==> config.mk <==
export PLATFORM = sky130hd
export DESIGN_NAME = bulls_and_cows_gen
export DESIGN_NICKNAME = d
export VERILOG_FILES = /design/src/rtl/bulls_and_cows_gen.sv
export SDC_FILE = /design/constraint.sdc
export NUM_CORES = 1
export LEC_CHECK = 0
export BUFFER_PORTS_ARGS = -buffer_cell sky130_fd_sc_hd__buf_2
export CAP_MARGIN = 0
export CELL_PAD_IN_SITES_DETAIL_PLACEMENT = 1
export CELL_PAD_IN_SITES_GLOBAL_PLACEMENT = 1
export CORE_MARGIN = 2
export CORE_UTILIZATION = 35
export CTS_BUF_LIST = sky130_fd_sc_hd__clkbuf_16
export DETAILED_ROUTE_END_ITERATION = 7
export PLACE_DENSITY_LB_ADDON = 0.08
export SLEW_MARGIN = 25
export SYNTH_ARGS = -nofsm -noshare
export SYNTH_HDL_FRONTEND = slang
export SYNTH_SLANG_ARGS = --single-unit
==> constraint.sdc <==
create_clock -name clk -period 3.3 [get_ports clk]
set_input_delay 0.165 -clock clk [delete_from_list [all_inputs] [get_ports clk]]
set_output_delay 0.165 -clock clk [all_outputs]
set_load 0.02 [all_outputs]
==> src/rtl/bulls_and_cows_gen.sv <==
// Bulls-and-cows scorer: streams a guess one digit per accepted cycle, then scores one position per cycle.
// Optional macro BNC_DUP_CHECK_EN rejects guesses that contain a repeated digit.
module bulls_and_cows_gen #(
    parameter int DIGITS    = 4,
    parameter int DW        = 4,
    parameter int MAX_TRIES = 8,
    localparam int CW       = $clog2(DIGITS + 1),
    localparam int TW       = $clog2(MAX_TRIES + 1)
) (
    input  logic                 clk,
    input  logic                 rst,
    input  logic                 load_secret,
    input  logic [DIGITS*DW-1:0] secret_in,
    input  logic [DW-1:0]        number_in,
    input  logic                 in_valid,
    output logic                 in_ready,
    output logic [CW-1:0]        bulls,
    output logic [CW-1:0]        cows,
    output logic                 valid,
    output logic                 win,
    output logic                 lose,
    output logic [TW-1:0]        tries,
    output logic                 invalid_guess
);

    typedef enum logic [1:0] {IDLE, COLLECT, SCORE, DONE} state_e;

    localparam int IW = $clog2(DIGITS);
    localparam logic [IW-1:0] LAST      = IW'(DIGITS - 1);
    localparam logic [TW-1:0] TRIES_MAX = TW'(MAX_TRIES);
    localparam logic [CW-1:0] ALL_BULLS = CW'(DIGITS);

    state_e                    state_q, state_d;
    logic [IW-1:0]             idx_q, idx_d;
    logic [DIGITS-1:0][DW-1:0] secret_q, secret_d, guess_q, guess_d;
    logic [CW-1:0]             accBulls_q, accBulls_d, accCows_q, accCows_d;
    logic                      accDup_q, accDup_d;
    logic [CW-1:0]             bulls_q, bulls_d, cows_q, cows_d;
    logic [TW-1:0]             tries_q, tries_d;
    logic                      win_q, win_d, lose_q, lose_d;
    logic                      valid_q, valid_d, invalid_q, invalid_d;

    logic          isBull, isCow, isDup, newDup;
    logic [CW-1:0] newBulls, newCows;
    logic [TW-1:0] triesInc;

    always_comb begin
        state_d    = state_q;
        idx_d      = idx_q;
        secret_d   = secret_q;
        guess_d    = guess_q;
        accBulls_d = accBulls_q;
        accCows_d  = accCows_q;
        accDup_d   = accDup_q;
        bulls_d    = bulls_q;
        cows_d     = cows_q;
        tries_d    = tries_q;
        win_d      = win_q;
        lose_d     = lose_q;
        valid_d    = 1'b0;
        invalid_d  = 1'b0;

        // A non-bull position earns a cow if its digit sits anywhere else in the secret.
        isBull = (guess_q[idx_q] == secret_q[idx_q]);
        isCow  = 1'b0;
        for (int j = 0; j < DIGITS; j++)
            if (IW'(j) != idx_q && guess_q[idx_q] == secret_q[j]) isCow = 1'b1;
        isDup = 1'b0;
`ifdef BNC_DUP_CHECK_EN
        for (int j = 0; j < DIGITS; j++)
            if (IW'(j) > idx_q && guess_q[j] == guess_q[idx_q]) isDup = 1'b1;
`endif
        newBulls = accBulls_q + CW'(isBull);
        newCows  = accCows_q + CW'(!isBull && isCow);
        newDup   = accDup_q | isDup;
        triesInc = (tries_q == TRIES_MAX) ? tries_q : tries_q + 1'b1;

        unique case (state_q)
            COLLECT: begin
                if (in_valid) begin
                    guess_d[idx_q] = number_in;
                    if (idx_q == LAST) begin
                        idx_d      = '0;
                        accBulls_d = '0;
                        accCows_d  = '0;
                        accDup_d   = 1'b0;
                        state_d    = SCORE;
                    end else begin
                        idx_d = idx_q + 1'b1;
                    end
                end
            end
            SCORE: begin
                accBulls_d = newBulls;
                accCows_d  = newCows;
                accDup_d   = newDup;
                if (idx_q == LAST) begin
                    idx_d   = '0;
                    valid_d = 1'b1;
                    if (newDup) begin
                        invalid_d = 1'b1;
                        bulls_d   = '0;
                        cows_d    = '0;
                        state_d   = COLLECT;
                    end else begin
                        bulls_d = newBulls;
                        cows_d  = newCows;
                        tries_d = triesInc;
                        if (newBulls == ALL_BULLS) begin
                            win_d   = 1'b1;
                            state_d = DONE;
                        end else if (triesInc == TRIES_MAX) begin
                            lose_d  = 1'b1;
                            state_d = DONE;
                        end else begin
                            state_d = COLLECT;
                        end
                    end
                end else begin
                    idx_d = idx_q + 1'b1;
                end
            end
            default: ;
        endcase

        // A new secret wins over anything else happening this cycle, including a pending result.
        if (load_secret) begin
            secret_d  = secret_in;
            idx_d     = '0;
            bulls_d   = '0;
            cows_d    = '0;
            tries_d   = '0;
            win_d     = 1'b0;
            lose_d    = 1'b0;
            valid_d   = 1'b0;
            invalid_d = 1'b0;
            state_d   = COLLECT;
        end
    end

    always_ff @(posedge clk or posedge rst) begin
        if (rst) begin
            state_q    <= IDLE;
            idx_q      <= '0;
            secret_q   <= '0;
            guess_q    <= '0;
            accBulls_q <= '0;
            accCows_q  <= '0;
            accDup_q   <= 1'b0;
            bulls_q    <= '0;
            cows_q     <= '0;
            tries_q    <= '0;
            win_q      <= 1'b0;
            lose_q     <= 1'b0;
            valid_q    <= 1'b0;
            invalid_q  <= 1'b0;
        end else begin
            state_q    <= state_d;
            idx_q      <= idx_d;
            secret_q   <= secret_d;
            guess_q    <= guess_d;
            accBulls_q <= accBulls_d;
            accCows_q  <= accCows_d;
            accDup_q   <= accDup_d;
            bulls_q    <= bulls_d;
            cows_q     <= cows_d;
            tries_q    <= tries_d;
            win_q      <= win_d;
            lose_q     <= lose_d;
            valid_q    <= valid_d;
            invalid_q  <= invalid_d;
        end
    end

    assign in_ready      = (state_q == COLLECT);
    assign bulls         = bulls_q;
    assign cows          = cows_q;
    assign valid         = valid_q;
    assign win           = win_q;
    assign lose          = lose_q;
    assign tries         = tries_q;
    assign invalid_guess = invalid_q;

endmodule
==> metrics.cfg, run 1 <==
[timing]
report.final.slew_viol_count = 0
setup_ws_ns = 0.2473
finalCritPeriodShare_pct = 92.51
fin_tns_setup_ns = 0
fin_crit_ns = 3.053
max_slew.worst_pin.slew_ns = 0.8612
hold_slack_ns = 0.04648
rsz0062_at_grt = false
fin_skew_ns = 0.003849
timing.slew.headroom_pct = 42.51
final-setup-viol-count = 0
hold_violations = 0
max_freq_mhz = 327.6

[finish]
syn_to_final_growth_pct = 16.67
layout_common_cells = dfrtp_1, buf_2, mux2_2
layout.nets = 302
final_common_cell = dfrtp_1
drive_gt1_share_pct = 32.71
diodes = 0
finish.utilization_pct = 42.75
nFillCells = 814

[drt]
first_pass_iters = 4
drc = 0
ant_nets = 0
vias = 1806
wirelength_mm = 5.948
avgViaCountPerCell = 4.908
wl_per_cell_um = 16.16
drt_iter0_markers = 59

[run_status]
outcome = completed

[floorplanning]
fp.dieW_um = 91.61
die_y_um = 91.61
dieArea_um2 = 8392
core_area_um2 = 7331
pin_count = 39
start_util_pct = 36.64
rows = 31

[clock_network]
cts_max_path_buffers = 2
cts_setup_buffers = 0
root_buffer = clkbuf_16
clock_sinks = 55
clkLatencyLatePin_ns = 0.29
cts.htree.levels = 2
cts_tree = done
numCtsBuffers = 5
path_clk_slew_ns = 0.07

[critical_path]
cp_data_required_time_ns = 3.45
crit_path_end_kind = flop
crit_arrival_ns = 3.20
startpoint_type = flop
path_class = reg2reg
r2r-start = idx_q[0]
path_max_fanout = 9
cp-startpoint = idx_q[0]

[place]
gp_congestion = 0.7643
portBuffers = 37
pre_cts_ws_ns = 0.1565
hpwl_mm = 4.292

[power]
power_density_nw_per_um2 = 652.2
vdd_drop_max_v = 0.0002366
p_leak_uw = 0.001410

[logic_synthesis]
synthesis.nets = 266
syn_area_per_cell_um2 = 11.58
yosysWarningCount = 0
yosysSeqAreaShare_pct = 51.23
ys_types = 34
syn_area_um2 = 2686
syn_inst = 232
ys_ff_latch = 55

[run]
cap_viol_max_count = 0

[global_route]
grt_overflow = 0
grt_max_degree = 41
grtUsageTotal_pct = 15.10
grt_pass1_vias = 1897
grt_pass1_wl_mm = 9.880
antenna_found_initial = 0

[worst_hold_path]
hold_class = in2async

## area by class of cell
class | count | area [um^2] | area share, %
Sequential cell | 55 | 1378 | 43.95
Multi-Input combinational cell | 161 | 1237 | 39.48
Timing Repair Buffer | 40 | 207.7 | 6.627
Clock buffer | 5 | 125.1 | 3.992
Tap cell | 99 | 123.9 | 3.952
Clock inverter | 3 | 43.79 | 1.397
Inverter | 5 | 18.77 | 0.5988
## critical path, stage by stage, from the launching register on
cell and delay [ns]:
dfrtp_2 0.49, mux4_2 0.63, xnor2_1 0.16, nand4_1 0.15, mux2i_1 0.09, mux2_4 0.28
ha_1 0.18, ha_1 0.19, xnor2_1 0.15, or3_1 0.36, a31oi_1 0.18, nor2_1 0.05
## cell families after synthesis
| logic type | synth area share (%) |
|---|---|
| AND/OR/NAND/NOR | 11.23 |
| adder cells (fa/ha/maj) | 4.658 |
| multiplexers | 18.44 |
| XOR/XNOR | 6.847 |
| buffers and inverters | 2.701 |
| AO/OA/AOI/OAI | 4.751 |
| other | 0.1396 |
| flip-flops | 51.23 |
## metrics by stage
step / cells / cell area (um^2) / total power (uW)
2_1_floorplan: 232 / 2686 / 1320
3_3_place_gp: 360 / 2964 / 1449
3_5_place_dp: 360 / 2964 / 1458
4_1_cts: 368 / 3133 / 2073
5_1_grt: 368 / 3134 / 2174
6_report: 368 / 3134 / 2044
## what timing repair did
| action | CTS | global route |
|---|---|---|
| endpoints found under the setup margin | 0 | 3 |
| hold buffers | 0 | 0 |
| gates resized for setup | 0 | 1 |
## synth_stat cells
cell,count,area [um^2]
xor2_1,2,17.52
a31oi_1,1,6.260
a221o_1,1,10.01
mux2_2,32,360.4
clkbuf_1,7,26.28
a22o_1,1,8.760
buf_6,1,11.26
mux2_4,1,15.01
nand2b_1,2,12.51
buf_2,1,5.000
ha_1,10,125.1
o22ai_1,2,12.51
nor2b_1,2,12.51
a211oi_1,2,15.01
and2_0,1,6.260
o21ai_0,5,25.02
nor2_2,1,6.260
nand2_1,30,112.6
nor3_1,3,15.01
and2_1,1,6.260
buf_1,1,3.750
nand3_1,7,35.03
xnor2_1,19,166.4
buf_4,1,7.510
a21oi_1,10,50.05
nand4_1,5,31.28
dfrtp_1,55,1376
conb_1,1,3.750
or3_1,1,6.260
inv_1,5,18.77
nand4b_1,1,8.760
mux2i_1,3,30.03
nor2_1,13,48.80
mux4_2,4,90.09
## power by group
group	total, uW	internal (uW)	switching [uW]	leakage [uW]
Sequential	916	814	102	0.000684
Clock	600	358	242	0.0000838
Combinational	528	282	246	0.000643
## sequential cells by signal, summed over array words and instances (netlist names)
name / cells
accCows_q: 3
valid: 1
cows: 3
tries: 4
lose: 1
win: 1
accBulls_q: 3
idx_q: 2
guess_q: 16
secret_q: 16
state_q: 2
bulls: 3
## path summary, 6_finish.rpt
kind                                end  slack (ns)  cells after the start
max                                lose        0.25                     11
min                        accCows_q[1]        0.05                      2
max reg2reg                        lose        0.25                     11
min reg2reg                         win        0.50                      2
max in group asynchronous          lose        2.51                      3
min in group clk           secret_q[14]        0.10                      2
## per-layer routing
layer	vias up	GRT usage, %	part of all wire (%)
met2	26	23.04	46
met5	-	0	0
met4	0	4.924	1.9
li1	868	-	-
met1	903	21.52	49
met3	9	3.040	2.7
Note: power is estimated with default switching activity, not from simulation.
==> run 2: changes to the inputs <==
CORE_ASPECT_RATIO = 0.9   (was unset)
SETUP_SLACK_MARGIN = 0.02   (was unset)
==> run 2 against run 1 <==
  * Wire length decreased by 5.3%
  * Count of clock-buffer cells in the layout did not move
  * Critical path type unchanged
  * Global-route usage decreased by 0.82 points
  * Combinational power about the same
  * Worst setup slack better by 0.016 ns
  * Critical path depth unchanged
  * Worst hold slack worse by 0.019 ns
  * Sequential cell count is the same
  * Sequential power is 1% lower
  * Non-clock buffer count is the same
  * Clock skew is 0.0020 ns higher
  * Total power is 2.3% higher
==> metrics.cfg, run 2 (same netlist as run 1, synthesis figures left out) <==
[critical_path]
crit_path_end_kind = flop
crit_arrival_ns = 3.18  ; -0.02 ns
startpoint_type = flop
path_max_fanout = 9  ; unchanged
cp_data_required_time_ns = 3.44  ; about the same
r2r_cells = 11  ; unchanged
path_class = reg2reg

[drt]
first_pass_iters = 4  ; unchanged
drc = 0  ; unchanged
avgViaCountPerCell = 4.866  ; -0.85%
vias = 1776  ; -1.7%
wl_per_cell_um = 15.43  ; -4.5%
ant_nets = 0  ; unchanged
drt_iter0_markers = 33  ; -44%
wirelength_mm = 5.632  ; -5.3%

[global_route]
grt_max_degree = 38  ; -7.3%
grt_pass1_vias = 1849  ; -2.5%
antenna_found_initial = 0  ; unchanged
grt_overflow = 0  ; unchanged
grt_pass1_wl_mm = 9.128  ; -7.6%
grtUsageTotal_pct = 14.28  ; -0.82 points

[timing]
hold_violations = 0  ; unchanged
hold_slack_ns = 0.02769  ; -0.01879 ns
rsz0062_at_grt = false
report.final.slew_viol_count = 0  ; unchanged
final-setup-viol-count = 0  ; unchanged
fin_skew_ns = 0.005817  ; +0.001969 ns
setup_ws_ns = 0.2634  ; +0.01605 ns
fin_tns_setup_ns = 0  ; unchanged
finalCritPeriodShare_pct = 92.02  ; -0.49 points
fin_crit_ns = 3.037  ; -0.01605 ns
max_freq_mhz = 329.3  ; +0.53%
max_slew.worst_pin.slew_ns = 0.7908  ; -0.07040 ns
timing.slew.headroom_pct = 47.21  ; +4.7 points

[clock_network]
root_buffer = clkbuf_16
clkLatencyLatePin_ns = 0.28  ; about the same
numCtsBuffers = 5  ; unchanged
cts.htree.levels = 2  ; unchanged
cts_tree = done
clock_sinks = 55  ; unchanged
cts_max_path_buffers = 2  ; unchanged
path_clk_slew_ns = 0.07  ; about the same
cts_setup_buffers = 0  ; unchanged

[finish]
final_common_cell = dfrtp_1
drive_gt1_share_pct = 32.34  ; -0.37 points
nFillCells = 840  ; +3.2%
diodes = 0  ; unchanged
syn_to_final_growth_pct = 17.28
layout.nets = 302  ; unchanged
layout_common_cells = dfrtp_1, buf_2, mux2_2

[place]
portBuffers = 37  ; unchanged
gp_congestion = 0.7678  ; +0.46%
hpwl_mm = 4.143  ; -3.5%
pre_cts_ws_ns = 0.1328  ; -0.02370 ns

[power]
power.total_uw = 2090  ; +2.3%
p_leak_uw = 0.001421  ; +0.81%
power_density_nw_per_um2 = 663.5  ; +1.7%
vdd_drop_max_v = 0.0002822  ; +19%

[floorplanning]
fp.dieW_um = 96.35  ; +5.2%
start_util_pct = 35.78  ; -0.86 points
rows = 30  ; -3.2%
pin_count = 39  ; unchanged
core_area_um2 = 7507  ; +2.4%
die_y_um = 87.11  ; -4.9%
dieArea_um2 = 8393  ; about the same

[run]
cap_viol_max_count = 0  ; unchanged

[run_status]
outcome = completed

[worst_hold_path]
hold_class = in2async

run 2: power breakdown:
| group | total, uW | leakage, uW | internal [uW] | switching (uW) |
|---|---|---|---|---|
| logic | 525 | 0.000643 | 282 | 244 |
| clock network | 661 | 0.0000952 | 432 | 229 |
| registers | 904 | 0.000684 | 813 | 90.8 |
| total | 2090 | 0.00142 | 1530 | 563 |
run 2: final timing paths:
kind                               start           end  slack (ns)
setup / recovery                idx_q[0]          lose        0.26
hold / removal                       rst  accCows_q[2]        0.03
setup reg to reg                idx_q[0]          lose        0.26
hold reg to reg               guess_q[1]    guess_q[1]        0.51
max in group asynchronous            rst    guess_q[1]        2.52
min in group clk           secret_in[14]  secret_q[14]        0.11
run 2: timing repair:
item | 4_1_cts | 5_1_grt
endpoints found under the setup margin | 0 | 3
hold buffers | 0 | 0
gates resized for setup | 0 | 1
run 2: worst max-delay path, stage by stage, from the launching register on:
cell,delay (ns)
dfrtp_2,0.50
mux4_2,0.64
xnor2_1,0.17
nand4_1,0.13
mux2i_1,0.09
mux2_4,0.28
ha_1,0.18
ha_1,0.19
xnor2_1,0.15
or3_1,0.36
a31oi_1,0.18
nor2_1,0.05
run 2: layer usage:
layer,GRT usage [%],routed length [um]
met1,21.22,2995
met4,3.073,29
met5,0,0
met3,2.857,138
met2,21.65,2469
run 2: area by class of cell:
type / instances / area [um^2] / area share [%]
clock buffers: 5 / 125.1 / 3.971
clock inverters: 3 / 63.81 / 2.025
inverters: 5 / 18.77 / 0.5957
multi-input cells: 161 / 1237 / 39.28
flip-flops and latches: 55 / 1378 / 43.73
well taps: 96 / 120.1 / 3.813
repair buffers: 40 / 207.7 / 6.593
run 2: per-stage QoR:
stage / instances / util, % / area [um^2]
after detailed placement: 357 / 39.43 / 2960
after CTS: 365 / 41.95 / 3149
final: 365 / 41.97 / 3151
after global routing: 365 / 41.97 / 3151
after global placement: 357 / 39.43 / 2960
after floorplan: 232 / - / 2686
==> run 3: changes to the inputs <==
PLACE_DENSITY = 0.64   (was unset)
PLACE_DENSITY_LB_ADDON = unset   (was 0.08)
==> run 3 against run 2 <==
  * The run now ends with negative hold slack left
  * Total power fell by 5.8%
  * Clock power fell by 21%
  * Core utilization fell by 0.22 points
  * Count of clock-buffer cells in the layout did not move
  * Register-to-register slack got worse by 0.02 ns
  * Global-route usage rose by 0.39 points
  * Clock skew rose by 0.0049 ns
  * First-iteration DRC count fell by 36%
  * Combinational power rose by 3%
  * Non-clock buffer count rose by 3
  * Sequential share of layout area rose by 0.23 points
  * Largest cell class unchanged
==> metrics.cfg, run 3 (same netlist as run 1, synthesis figures left out) <==
[run_status]
outcome = finished, violations left
violations = negative hold slack

[timing]
hold_violations = 20  ; +20
report.final.slew_viol_count = 0  ; unchanged
finalCritPeriodShare_pct = 92.72  ; +0.70 points
rsz0062_at_grt = false
max_freq_mhz = 326.8  ; -0.75%
timing.slew.headroom_pct = 48.13  ; +0.92 points
final-setup-viol-count = 0  ; unchanged
hold_slack_ns = -0.01461  ; -0.04230 ns
fin_skew_ns = 0.01071  ; +0.004890 ns
max_slew.worst_pin.slew_ns = 0.7772  ; -0.01358 ns
fin_crit_ns = 3.060  ; +0.02303 ns
fin_tns_setup_ns = 0  ; unchanged

[clock_network]
cts_tree = done
numCtsBuffers = 5  ; unchanged
clock_sinks = 55  ; unchanged
cts_max_path_buffers = 2  ; unchanged
ctsHoldBuffers = 0  ; unchanged
root_buffer = clkbuf_16
path_clk_slew_ns = 0.08  ; about the same
cts.htree.levels = 2  ; unchanged
clkLatencyLatePin_ns = 0.29  ; about the same

[global_route]
grtUsageTotal_pct = 14.67  ; +0.39 points
grt_pass1_vias = 1852  ; +0.16%
antenna_found_initial = 0  ; unchanged
grt_max_degree = 46  ; +21%
grt_overflow = 0  ; unchanged
grt_pass1_wl_mm = 9.390  ; +2.9%

[finish]
drive_gt1_share_pct = 33.58  ; +1.2 points
final_common_cell = dfrtp_1
diodes = 0  ; unchanged
layout.nets = 305  ; +0.99%
syn_to_final_growth_pct = 16.67
layout_common_cells = dfrtp_1, buf_2, mux2_2
nFillCells = 848  ; +0.95%
fin_area_um2 = 3134  ; -0.52%

[power]
power_density_nw_per_um2 = 628.3  ; -5.3%
vdd_drop_max_v = 0.0002317  ; -18%
p_leak_uw = 0.001412  ; -0.64%
power.total_uw = 1969  ; -5.8%

[drt]
vias = 1793  ; +0.96%
avgViaCountPerCell = 4.886  ; +0.41%
first_pass_iters = 4  ; unchanged
drt_iter0_markers = 21  ; -36%
ant_nets = 0  ; unchanged
wl_per_cell_um = 15.49  ; +0.36%
wirelength_mm = 5.683  ; +0.91%
drc = 0  ; unchanged

[place]
gp_congestion = 0.7640  ; -0.49%
hpwl_mm = 4.139  ; about the same
dpl-instance-area_um2 = 2960  ; unchanged
portBuffers = 37  ; unchanged

[critical_path]
r2r-end = state_q[1]
path_class = reg2reg
r2r-start = idx_q[0]
reg2reg_slack_ns = 0.24  ; -0.02 ns
cp_data_required_time_ns = 3.50  ; +0.06 ns
crit_path_end_kind = flop
path_max_fanout = 6  ; -3
startpoint_type = flop
r2r_cells = 12  ; +1
crit_arrival_ns = 3.26  ; +0.08 ns

[floorplanning]
rows = 30  ; unchanged
pin_count = 39  ; unchanged
fp.dieW_um = 96.35  ; unchanged
core_area_um2 = 7507  ; unchanged
dieArea_um2 = 8393  ; unchanged
die_y_um = 87.11  ; unchanged
start_util_pct = 35.78  ; unchanged

[run]
cap_viol_max_count = 0  ; unchanged

[worst_hold_path]
hold_class = in2async

[run 3: changes by cell type in the layout (fill, tap and decap cells not counted), sizes merged]
cell | before | now
buf | 40 | 43
bufinv | 2 | 0
clkinv | 0 | 1
clkinvlp | 0 | 1
inv | 6 | 5
[run 3: per-layer routing]
layer / vias up / GRT usage, % / wire [um]
li1: 869 / - / -
met1: 902 / 21.52 / 2848
met2: 20 / 22.35 / 2634
met3: 2 / 3.463 / 165
met4: 0 / 2.817 / 35
met5: - / 0 / 0
[run 3: worst max path at each step]
stage               slack (ns)          to      from
CTS                       0.03  state_q[1]  idx_q[0]
global placement          0.19        lose  idx_q[0]
global route              0.02        lose  idx_q[0]
detailed placement        0.05  state_q[1]  idx_q[0]
finish                    0.24  state_q[1]  idx_q[0]
floorplan                 0.45        lose  idx_q[0]
[run 3: layout make-up]
cell class | instances | area, um^2 | share of cell area [%]
Timing Repair Buffer | 43 | 230.2 | 7.345
Inverter | 5 | 20.02 | 0.6387
Tap cell | 96 | 120.1 | 3.832
Multi-Input combinational cell | 161 | 1245 | 39.72
Clock buffer | 5 | 125.1 | 3.992
Sequential cell | 55 | 1378 | 43.95
Clock inverter | 2 | 16.27 | 0.5190
[run 3: where the power goes]
| part | total [uW] | switching, uW | leakage [uW] | internal, uW |
|---|---|---|---|---|
| logic | 542 | 248 | 0.000662 | 293 |
| clock network | 520 | 239 | 0.0000663 | 280 |
| registers | 908 | 95.0 | 0.000684 | 813 |
| total | 1970 | 583 | 0.00141 | 1390 |
[run 3: metrics by stage]
step           setup WS, ns  std cells  hold slack [ns]  utilization, %
6_report             0.2403        367         -0.01461           41.75
5_1_grt             0.01694        367          0.06002           41.75
4_1_cts             0.03490        364           0.1014           41.32
3_5_place_dp        0.05346        357           0.4000           39.43
3_3_place_gp         0.1936        357           0.3977           39.43
2_1_floorplan        0.4546        232           0.3155               -
[run 3: what timing repair did]
action,in CTS,in global routing
setup endpoints to repair,0,3
gates resized for setup,0,2
setup buffers,0,3
[run 3: worst max-delay path, cell delays in order, from the launching register on]
cell     delay, ns
dfrtp_2       0.45
mux4_2        0.61
xnor2_1       0.17
nand4_1       0.14
mux2i_1       0.10
mux2_4        0.29
ha_1          0.19
ha_1          0.20
xnor2_2       0.15
or3_1         0.37
nand2_1       0.09
o21ai_0       0.08
a21oi_1       0.13
